$ cat config.mk
export PLATFORM = sky130hd
export DESIGN_NAME = cache_arbiter_flat
export DESIGN_NICKNAME = d
export VERILOG_FILES = /design/src/rtl/cache_arbiter_pkg.sv /design/src/rtl/cache_arbiter_if.sv /design/src/rtl/cache_arbiter_control.sv /design/src/rtl/cache_arbiter.sv /design/src/flat_wrapper.sv
export SDC_FILE = /design/constraint.sdc
export NUM_CORES = 1
export LEC_CHECK = 0
export ABC_AREA = 1
export BUFFER_PORTS_ARGS = -buffer_cell sky130_fd_sc_hd__buf_2
export CAP_MARGIN = 40
export CELL_PAD_IN_SITES_DETAIL_PLACEMENT = 2
export CELL_PAD_IN_SITES_GLOBAL_PLACEMENT = 2
export CORE_AREA = 5 5 267 269
export CTS_BUF_LIST = sky130_fd_sc_hd__clkbuf_16
export CTS_CLUSTER_SIZE = 14
export DETAILED_ROUTE_END_ITERATION = 10
export DIE_AREA = 0 0 272 274
export GPL_TIMING_DRIVEN = 0
export PLACE_DENSITY_LB_ADDON = 0.15
export RECOVER_POWER = 100
export REMOVE_ABC_BUFFERS = 1
export SLEW_MARGIN = 15
export SYNTH_ARGS = -nofsm -noshare
export SYNTH_HDL_FRONTEND = slang
export SYNTH_SLANG_ARGS = --single-unit
$ cat constraint.sdc
create_clock -name clk -period 1.59 [get_ports clk]
set_input_delay 0.0795 -clock clk [delete_from_list [all_inputs] [get_ports clk]]
set_output_delay 0.0795 -clock clk [all_outputs]
set_load 0.02 [all_outputs]
$ cat src/rtl/cache_arbiter_pkg.sv
// lc3b_types: shared word/line types and arbiter state/grant encodings
package lc3b_types;
    typedef logic [15:0]  lc3b_word;
    typedef logic [127:0] mem_bus;
    typedef enum logic [1:0] {IDLE, SERVE_I, SERVE_D} arb_state_t;
    typedef enum logic {GRANT_I, GRANT_D} grant_t;
endpackage

$ cat src/rtl/cache_arbiter_if.sv
// cache_arbiter_if: I-cache, D-cache and physical memory bus signals seen by the arbiter
interface cache_arbiter_if;
    import lc3b_types::*;
    logic     i_pmem_read;
    lc3b_word i_pmem_address;
    mem_bus   i_pmem_rdata;
    logic     i_pmem_resp;
    logic     d_pmem_read;
    logic     d_pmem_write;
    lc3b_word d_pmem_address;
    mem_bus   d_pmem_wdata;
    mem_bus   d_pmem_rdata;
    logic     d_pmem_resp;
    logic     pmem_read;
    logic     pmem_write;
    lc3b_word pmem_address;
    mem_bus   pmem_wdata;
    mem_bus   pmem_rdata;
    logic     pmem_resp;
    modport slave (
        input  i_pmem_read, i_pmem_address, d_pmem_read, d_pmem_write, d_pmem_address, d_pmem_wdata,
        input  pmem_rdata, pmem_resp,
        output i_pmem_rdata, i_pmem_resp, d_pmem_rdata, d_pmem_resp,
        output pmem_read, pmem_write, pmem_address, pmem_wdata
    );
    modport master (
        output i_pmem_read, i_pmem_address, d_pmem_read, d_pmem_write, d_pmem_address, d_pmem_wdata,
        output pmem_rdata, pmem_resp,
        input  i_pmem_rdata, i_pmem_resp, d_pmem_rdata, d_pmem_resp,
        input  pmem_read, pmem_write, pmem_address, pmem_wdata
    );
endinterface

$ cat src/rtl/cache_arbiter_control.sv
// arbiter_control: IDLE/SERVE_I/SERVE_D sequencing with round-robin or D-first tie breaking
module arbiter_control
    import lc3b_types::*;
#(
    parameter int D_PRIORITY = 0
) (
    input  logic       clk,
    input  logic       rst,
    input  logic       i_req,
    input  logic       d_req,
    input  logic       pmem_resp,
    output arb_state_t state,
    output logic       load,
    output logic       win_d
);
    grant_t     last_grant;
    arb_state_t state_next;

    // pick the winner in IDLE; leave a serve state only when memory answers
    always_comb begin
        win_d = d_req && (!i_req || D_PRIORITY != 0 || last_grant == GRANT_I);
        load = state == IDLE && (i_req || d_req);
        state_next = load ? (win_d ? SERVE_D : SERVE_I) :
                     (state != IDLE && pmem_resp) ? IDLE : state;
    end

    // state register and record of who finished the last transfer
    always_ff @(posedge clk) begin
        if (rst) begin
            state <= IDLE;
            last_grant <= GRANT_I;
        end else begin
            state <= state_next;
            if (pmem_resp && state == SERVE_I) last_grant <= GRANT_I;
            if (pmem_resp && state == SERVE_D) last_grant <= GRANT_D;
        end
    end
endmodule

$ cat src/rtl/cache_arbiter.sv
// cache_arbiter: shares one physical memory port between the I-cache and D-cache
module cache_arbiter
    import lc3b_types::*;
#(
    parameter int D_PRIORITY = 0
) (
    input logic           clk,
    input logic           rst,
    cache_arbiter_if.slave bus
);
    arb_state_t state;
    logic       load;
    logic       win_d;
    lc3b_word   hold_address;
    logic       hold_write;
    mem_bus     hold_wdata;

    arbiter_control #(.D_PRIORITY(D_PRIORITY)) u_control (
        .clk       (clk),
        .rst       (rst),
        .i_req     (bus.i_pmem_read),
        .d_req     (bus.d_pmem_read || bus.d_pmem_write),
        .pmem_resp (bus.pmem_resp),
        .state     (state),
        .load      (load),
        .win_d     (win_d)
    );

    // capture the winner's request so the memory side is immune to requester changes
    always_ff @(posedge clk) begin
        if (rst) begin
            hold_address <= '0;
            hold_write <= 1'b0;
            hold_wdata <= '0;
        end else if (load) begin
            hold_address <= win_d ? bus.d_pmem_address : bus.i_pmem_address;
            hold_write <= win_d && bus.d_pmem_write;
            hold_wdata <= (win_d && bus.d_pmem_write) ? bus.d_pmem_wdata : '0;
        end
    end

    // memory command from the hold registers; responses routed to the owner only
    always_comb begin
        bus.pmem_read = state != IDLE && !hold_write;
        bus.pmem_write = state != IDLE && hold_write;
        bus.pmem_address = hold_address;
        bus.pmem_wdata = hold_wdata;
        bus.i_pmem_resp = state == SERVE_I && bus.pmem_resp;
        bus.d_pmem_resp = state == SERVE_D && bus.pmem_resp;
        bus.i_pmem_rdata = bus.pmem_rdata;
        bus.d_pmem_rdata = bus.pmem_rdata;
    end
endmodule

$ cat src/flat_wrapper.sv
// flat-port wrapper written by rule: the top's interface ports become plain ports
module cache_arbiter_flat import lc3b_types::*;
#(
    parameter int D_PRIORITY = 0
)
  (clk, rst, bus_i_pmem_read, bus_i_pmem_address, bus_d_pmem_read, bus_d_pmem_write, bus_d_pmem_address, bus_d_pmem_wdata, bus_pmem_rdata, bus_pmem_resp, bus_i_pmem_rdata, bus_i_pmem_resp, bus_d_pmem_rdata, bus_d_pmem_resp, bus_pmem_read, bus_pmem_write, bus_pmem_address, bus_pmem_wdata);
  cache_arbiter_if bus_i ();
  input logic clk;
  input logic rst;
  input wire logic [$bits(bus_i.i_pmem_read)-1:0] bus_i_pmem_read;
  input wire logic [$bits(bus_i.i_pmem_address)-1:0] bus_i_pmem_address;
  input wire logic [$bits(bus_i.d_pmem_read)-1:0] bus_d_pmem_read;
  input wire logic [$bits(bus_i.d_pmem_write)-1:0] bus_d_pmem_write;
  input wire logic [$bits(bus_i.d_pmem_address)-1:0] bus_d_pmem_address;
  input wire logic [$bits(bus_i.d_pmem_wdata)-1:0] bus_d_pmem_wdata;
  input wire logic [$bits(bus_i.pmem_rdata)-1:0] bus_pmem_rdata;
  input wire logic [$bits(bus_i.pmem_resp)-1:0] bus_pmem_resp;
  output wire logic [$bits(bus_i.i_pmem_rdata)-1:0] bus_i_pmem_rdata;
  output wire logic [$bits(bus_i.i_pmem_resp)-1:0] bus_i_pmem_resp;
  output wire logic [$bits(bus_i.d_pmem_rdata)-1:0] bus_d_pmem_rdata;
  output wire logic [$bits(bus_i.d_pmem_resp)-1:0] bus_d_pmem_resp;
  output wire logic [$bits(bus_i.pmem_read)-1:0] bus_pmem_read;
  output wire logic [$bits(bus_i.pmem_write)-1:0] bus_pmem_write;
  output wire logic [$bits(bus_i.pmem_address)-1:0] bus_pmem_address;
  output wire logic [$bits(bus_i.pmem_wdata)-1:0] bus_pmem_wdata;
  assign bus_i.i_pmem_read = bus_i_pmem_read;
  assign bus_i.i_pmem_address = bus_i_pmem_address;
  assign bus_i.d_pmem_read = bus_d_pmem_read;
  assign bus_i.d_pmem_write = bus_d_pmem_write;
  assign bus_i.d_pmem_address = bus_d_pmem_address;
  assign bus_i.d_pmem_wdata = bus_d_pmem_wdata;
  assign bus_i.pmem_rdata = bus_pmem_rdata;
  assign bus_i.pmem_resp = bus_pmem_resp;
  assign bus_i_pmem_rdata = bus_i.i_pmem_rdata;
  assign bus_i_pmem_resp = bus_i.i_pmem_resp;
  assign bus_d_pmem_rdata = bus_i.d_pmem_rdata;
  assign bus_d_pmem_resp = bus_i.d_pmem_resp;
  assign bus_pmem_read = bus_i.pmem_read;
  assign bus_pmem_write = bus_i.pmem_write;
  assign bus_pmem_address = bus_i.pmem_address;
  assign bus_pmem_wdata = bus_i.pmem_wdata;
  cache_arbiter #(.D_PRIORITY(D_PRIORITY)) u_core (.clk(clk), .rst(rst), .bus(bus_i));
endmodule
* Yosys cells after proc, flatten, opt, wreduce, memory -nomap -nowiden
Index checks and enable logic that the tools add are counted.
W data, S select, Z words.
** Word-level totals
- Input bits :: 294
- Logic and storage cells :: 32
- Bits in registers :: 148
** Cells by class
- Reductions and logical operators :: 17
- Bitwise logic cells :: 1
- Equal/unequal tests :: 2
- Mux-type cells :: 7
** Operators with widths (number)
- $mux W128 :: 1
- $mux W16 :: 1
- $logic_and A1 B1 Y1 :: 8
- $mux W2 :: 3
- $reduce_bool A2 Y1 :: 3
- $logic_or A1 B1 Y1 :: 3
- $eq A2 B1 Y1 const B :: 1
- $eq A2 B2 Y1 const B :: 1
- $logic_not A1 Y1 :: 2
- $logic_not A2 Y1 :: 1
- $mux W1 :: 2
- $not A1 Y1 :: 1

* Longest topological paths before layout
- Depth after elaboration :: 5
- Depth in mapped cells :: 8
- Depth with buffers taken out :: 6

* Modules after synthesis
A second synthesis with hierarchy kept.
** Second synthesis, totals
- Cells, all modules :: 1011
- Area total of the unflattened synthesis :: 8530.7 sq um
** Modules (own cells, without submodules)
- cache_arbiter :: seq. area each 2902.8 sq um, cells an instance 989, area an instance 8386.8 sq um, times used 1
- arbiter_control :: seq. area each 60.1 sq um, cells an instance 22, area an instance 143.9 sq um, times used 1

* Least setup slack after synthesis
No wires, ideal clock.
- Path kind :: reg-to-reg
- From :: register u_core.u_control.state[1]
- To :: register u_core.hold_wdata[100] (netlist: u_core.bus.pmem_wdata[100])
- Data required time :: 1447 ps
- Path buffers :: 3
- Slack :: 391 ps
- Arrival time :: 1056 ps
- Library setup time :: 143 ps
- Stages on the path, launching flop included :: 8
- Cell sequence :: dfxtp_1 nor2_4 nand2_2 buf_6 buf_12 buf_6 nand2_2 a21oi_2
** On the way
- Word-level cells in the longest chain between the ends :: 2
** RTL lines
- start, declared :: line cache_arbiter_control.sv:12 : output arb_state_t state,
- start signal, assigned :: line cache_arbiter_control.sv:33 : state <= state_next;
- $logic_not A2 Y1 :: line cache_arbiter_control.sv:22 : load = state == IDLE && (i_req || d_req);
- $logic_and A1 B1 Y1 :: line cache_arbiter_control.sv:22
- end signal, assigned :: line cache_arbiter.sv:38 : hold_wdata <= (win_d && bus.d_pmem_write) ? bus.d_pmem_wdata : '0;
- end, declared :: line cache_arbiter.sv:16 : mem_bus hold_wdata;
Every way passes these cells.
A chain may end at the register's enable or synchronous reset.

* Worst setup path after layout
- From :: register u_core.u_control.state[1]
- To :: output port bus_pmem_read
** On the way
- Word-level cells in the longest chain between the ends :: 2
** RTL lines
- $reduce_bool A2 Y1 :: line cache_arbiter.sv:44 : bus.pmem_read = state != IDLE && !hold_write;
- $logic_and A1 B1 Y1 :: line cache_arbiter.sv:44
- end, declared :: line flat_wrapper.sv:22 : output wire logic [$bits(bus_i.pmem_read)-1:0] bus_pmem_read;
Every way passes these cells.

==> results.txt <==
- The run finished with clean final reports.
- Iteration count of the initial detailed-routing pass: 4
- Height of the die: 274 um
- Using the TritonRoute via totals, the vias-per-cell ratio works out to 3.87.
- In this run the core area contains 96 standard-cell rows.
* Data required time at the worst endpoint: 1510 ps
- Arr. time, crit path: 1480 ps
* Total number of clock tree sinks: 148
* CTS tree: yes
- The worst setup path is launched from a flop.
* Effective utilization at floorplan: 12.5%
- The die covers 74500 um2.
- Placed wire-length estimate: 70.2 mm
* Weighted congestion reported at the end of routability-driven placement: 0.905
- TritonCTS Buffers: 17
- Instance count along the most critical hold path: 3
- A synthesized cell averages 6.83 um2.
- Maximum Capacitance Violations: 0
- Met3 Usage GRT: 26.8%
* Maximum count of clock buffers along a single path: 2
- Summed over all layers, the routed wires come to 89.4 mm.
- Worst-case hold slack: 109 ps
- For this run, global-route usage on met2 was measured as 37.2%.
* Count of buffers inserted at the top-level ports: 313
- In this run the power density over the cells is 1020 nW/um2.
* Die X-Extent: 272 um
- Top-level port count: 698
- The min-delay analysis places its worst path in the category input pin to flop.
* Total grt overflow: 0
* Maximum number of pins on one net before global-route repair: 80
- List of cells traversed by the critical path: nor2_4 > buf_4 > buf_8 > nor2_1 > buf_2
- Number of endpoints failing setup at the final stage: 0
* Post-synthesis cell type with the largest combined area: sky130_fd_sc_hd__dfxtp_1
* Synthesized instance count: 1256
- Of the available clock period, the critical path in the final layout requires 98.1%.
* Wire length of the first global-routing pass: 111 mm
- Final Hold Violating Endpoints: 0
* Part of the power in the clock network: 38.9%
- Register cell area after layout: 2970 um2
- On the critical path, the stage with the largest delay is an instance of sky130_fd_sc_hd__dfxtp_4.
- For this block, the initial DRC count from the detailed router was 356.
- Multi-input gate area in the final layout: 2800 um2
- Area fraction of the dominant cell type after synthesis: 34.6%
- Sequential area share after synthesis: 34.6%
- Setup total negative slack on the finished layout was measured at 0 ps.
* Number of fill cells: 8068
- Yosys attributes the largest share of cell area to sky130_fd_sc_hd__dfxtp_1 (35%), sky130_fd_sc_hd__buf_4 (23%), sky130_fd_sc_hd__nand2_1 (11%), sky130_fd_sc_hd__inv_1 (7.4%), sky130_fd_sc_hd__nor2_1 (7.1%).
* Clock root cell: sky130_fd_sc_hd__clkbuf_16
- The internal portion of the total power is 7740 uW.
- IR drop worst, VDD: 0.709 mV
- Counting flops and latches in the post-synthesis netlist gives 148.
- Sequential cells burn 34.0% of the power.
- Count of cells along the worst register-to-register path: 8
- The detailed router placed 9138 vias in this run.
- Overall track demand over capacity in global routing: 23.0%
* Met1 global-route usage: 17.8%
* Ys Warns: 0
- Share of final-layout standard cells stronger than drive strength 1: 29.4%
* Kind of critical path: flop to output port
- Source-to-sink clock delay at the later pin of the worst-skew pair: 480 ps
* Synth unique cells: 20
- For this design the total switching power over the nets is 4410 uW.
* Pins Over Slew Limit: 0
- For this run, the top clock speed supported by timing is 641 MHz.
- The cell area that synthesis handed to floorplanning was 8570 um2.
- The via count of the first global-routing pass is 9610.
* Maximum net fanout on the critical path: 5
- After detailed routing, the average wire length per cell comes to 37.8 um.
* Number of remaining DRC errors: 0
- Clock-pin slew reported for the worst setup and hold paths after clock tree synthesis: 80 ps
* Worst slew pin tran: 674 ps
- Per report_power, the combinational group accounts for 27.2% of the total.
- Antenna Violating Nets Remaining: 0
* Setup Skew: 12.8 ps
- The design draws 12200 uW.
- The layer flagged by global routing as most heavily used is met2.
* Total leakage power: 0.00571 uW
- After layout, the minimum clock period comes to 1560 ps.
* Core Footprint: 68300 um2
- Delay of the slowest cell on the worst path: 370 ps
* Unrepaired setup endpoints after global routing: yes
* Tightest slew margin relative to the limit: 55.0%
- Switching power share of the total: 36.3%
- At the end of the flow, the number of nets in the layout was 1759.
- The worst setup path is captured at an output port.
- Most common library cell in the layout ignoring fill and taps: sky130_fd_sc_hd__buf_2
- Level count of the clock H-tree: 4
* Synth-to-Final Area Change: 38.8%
* Number of antenna violations at the first check in global routing: 2
* Commonest cells after routing, fill and taps aside: sky130_fd_sc_hd__buf_2 (311), sky130_fd_sc_hd__nand2_1 (257), sky130_fd_sc_hd__inv_1 (170)
-- per-layer routing --
layer	share of wire [%]	wire [um]
met4	1.2	1100
met5	1.4	1270
met1	28	25000
met3	24	21100
met2	46	40900
-- kinds of logic after synthesis --
group	Yosys count	synth area share, %
simple gates	483	22.8
buf+inv	493	34.1
flops	148	34.6
compound gates	132	8.58
-- worst paths after layout --
check	startpoint	slack, ps	endpoint
hold reg to reg	u_core.bus.pmem_wdata[9]$_SDFFE_PP0P_	470	u_core.bus.pmem_wdata[9]$_SDFFE_PP0P_
setup / recovery	u_core.u_control.state[1]$_SDFFE_PP0P_	30	bus_pmem_read
setup reg to reg	u_core.u_control.state[1]$_SDFFE_PP0P_	60	u_core.bus.pmem_address[9]$_SDFFE_PP0P_
hold / removal	bus_d_pmem_write	110	u_core.hold_write$_SDFFE_PP0P_
-- flip-flops by register name (all words and copies together) (netlist names) --
signal and count:
u_core.bus.pmem_address 16, u_core.bus.pmem_wdata 128, u_core.u_control.last_grant 1, u_core.u_control.state 2, u_core.hold_write 1
-- cells in the mapped netlist (all sizes together) --
library cell / instances
buf: 302
nor2: 164
nand3: 20
clkbuf: 20
dfxtp: 148
a21oi: 132
inv: 171
nand4: 17
nand2: 282
-- metrics by stage --
step	utilization (%)	cells	instance area (um2)	setup slack, ps
3_3_place_gp	13.1	2129	8960	-6560
4_1_cts	17.2	2353	11800	2.12
6_report	17.4	2363	11900	30.4
3_5_place_dp	13.4	2136	9170	-973
2_1_floorplan	-	934	6290	-2180
5_1_grt	17.4	2362	11900	-39.8
-- cell type report --
cell class	count	area share [%]
diodes	3	0.0631
clock buffers	17	3.57
clock inverters	15	1.73
inverters	171	5.53
multi-input cells	620	23.5
flip-flops and latches	148	25.0
well taps	882	9.27
repair buffers	505	31.1
repair inverters	2	0.273
-- critical path, delay by kind of cell, from the launching register on --
kind                   cells  cell delay (ps)
buffers and inverters      3              420
DFF                        1              370
and+or+nand+nor            2              210
-- power by group through the flow --
stage               sequential, uW  clock (uW)  combinational, uW
floorplan                     4520           0                933
global placement              4200           0               2590
detailed placement            4210           0               2590
CTS                           4140        5000               3320
global route                  4170        5060               3620
finish                        4130        4720               3300
-- timing repair --
action	4_1_cts	5_1_grt
cloned	11	3
pin swaps	3	3
hold endpoints to repair	147	0
hold buffers	163	0
buffers inserted	11	4
gates resized for setup	19	10
endpoints found under the setup margin	148	122
Power figures use the tool's default switching activity.
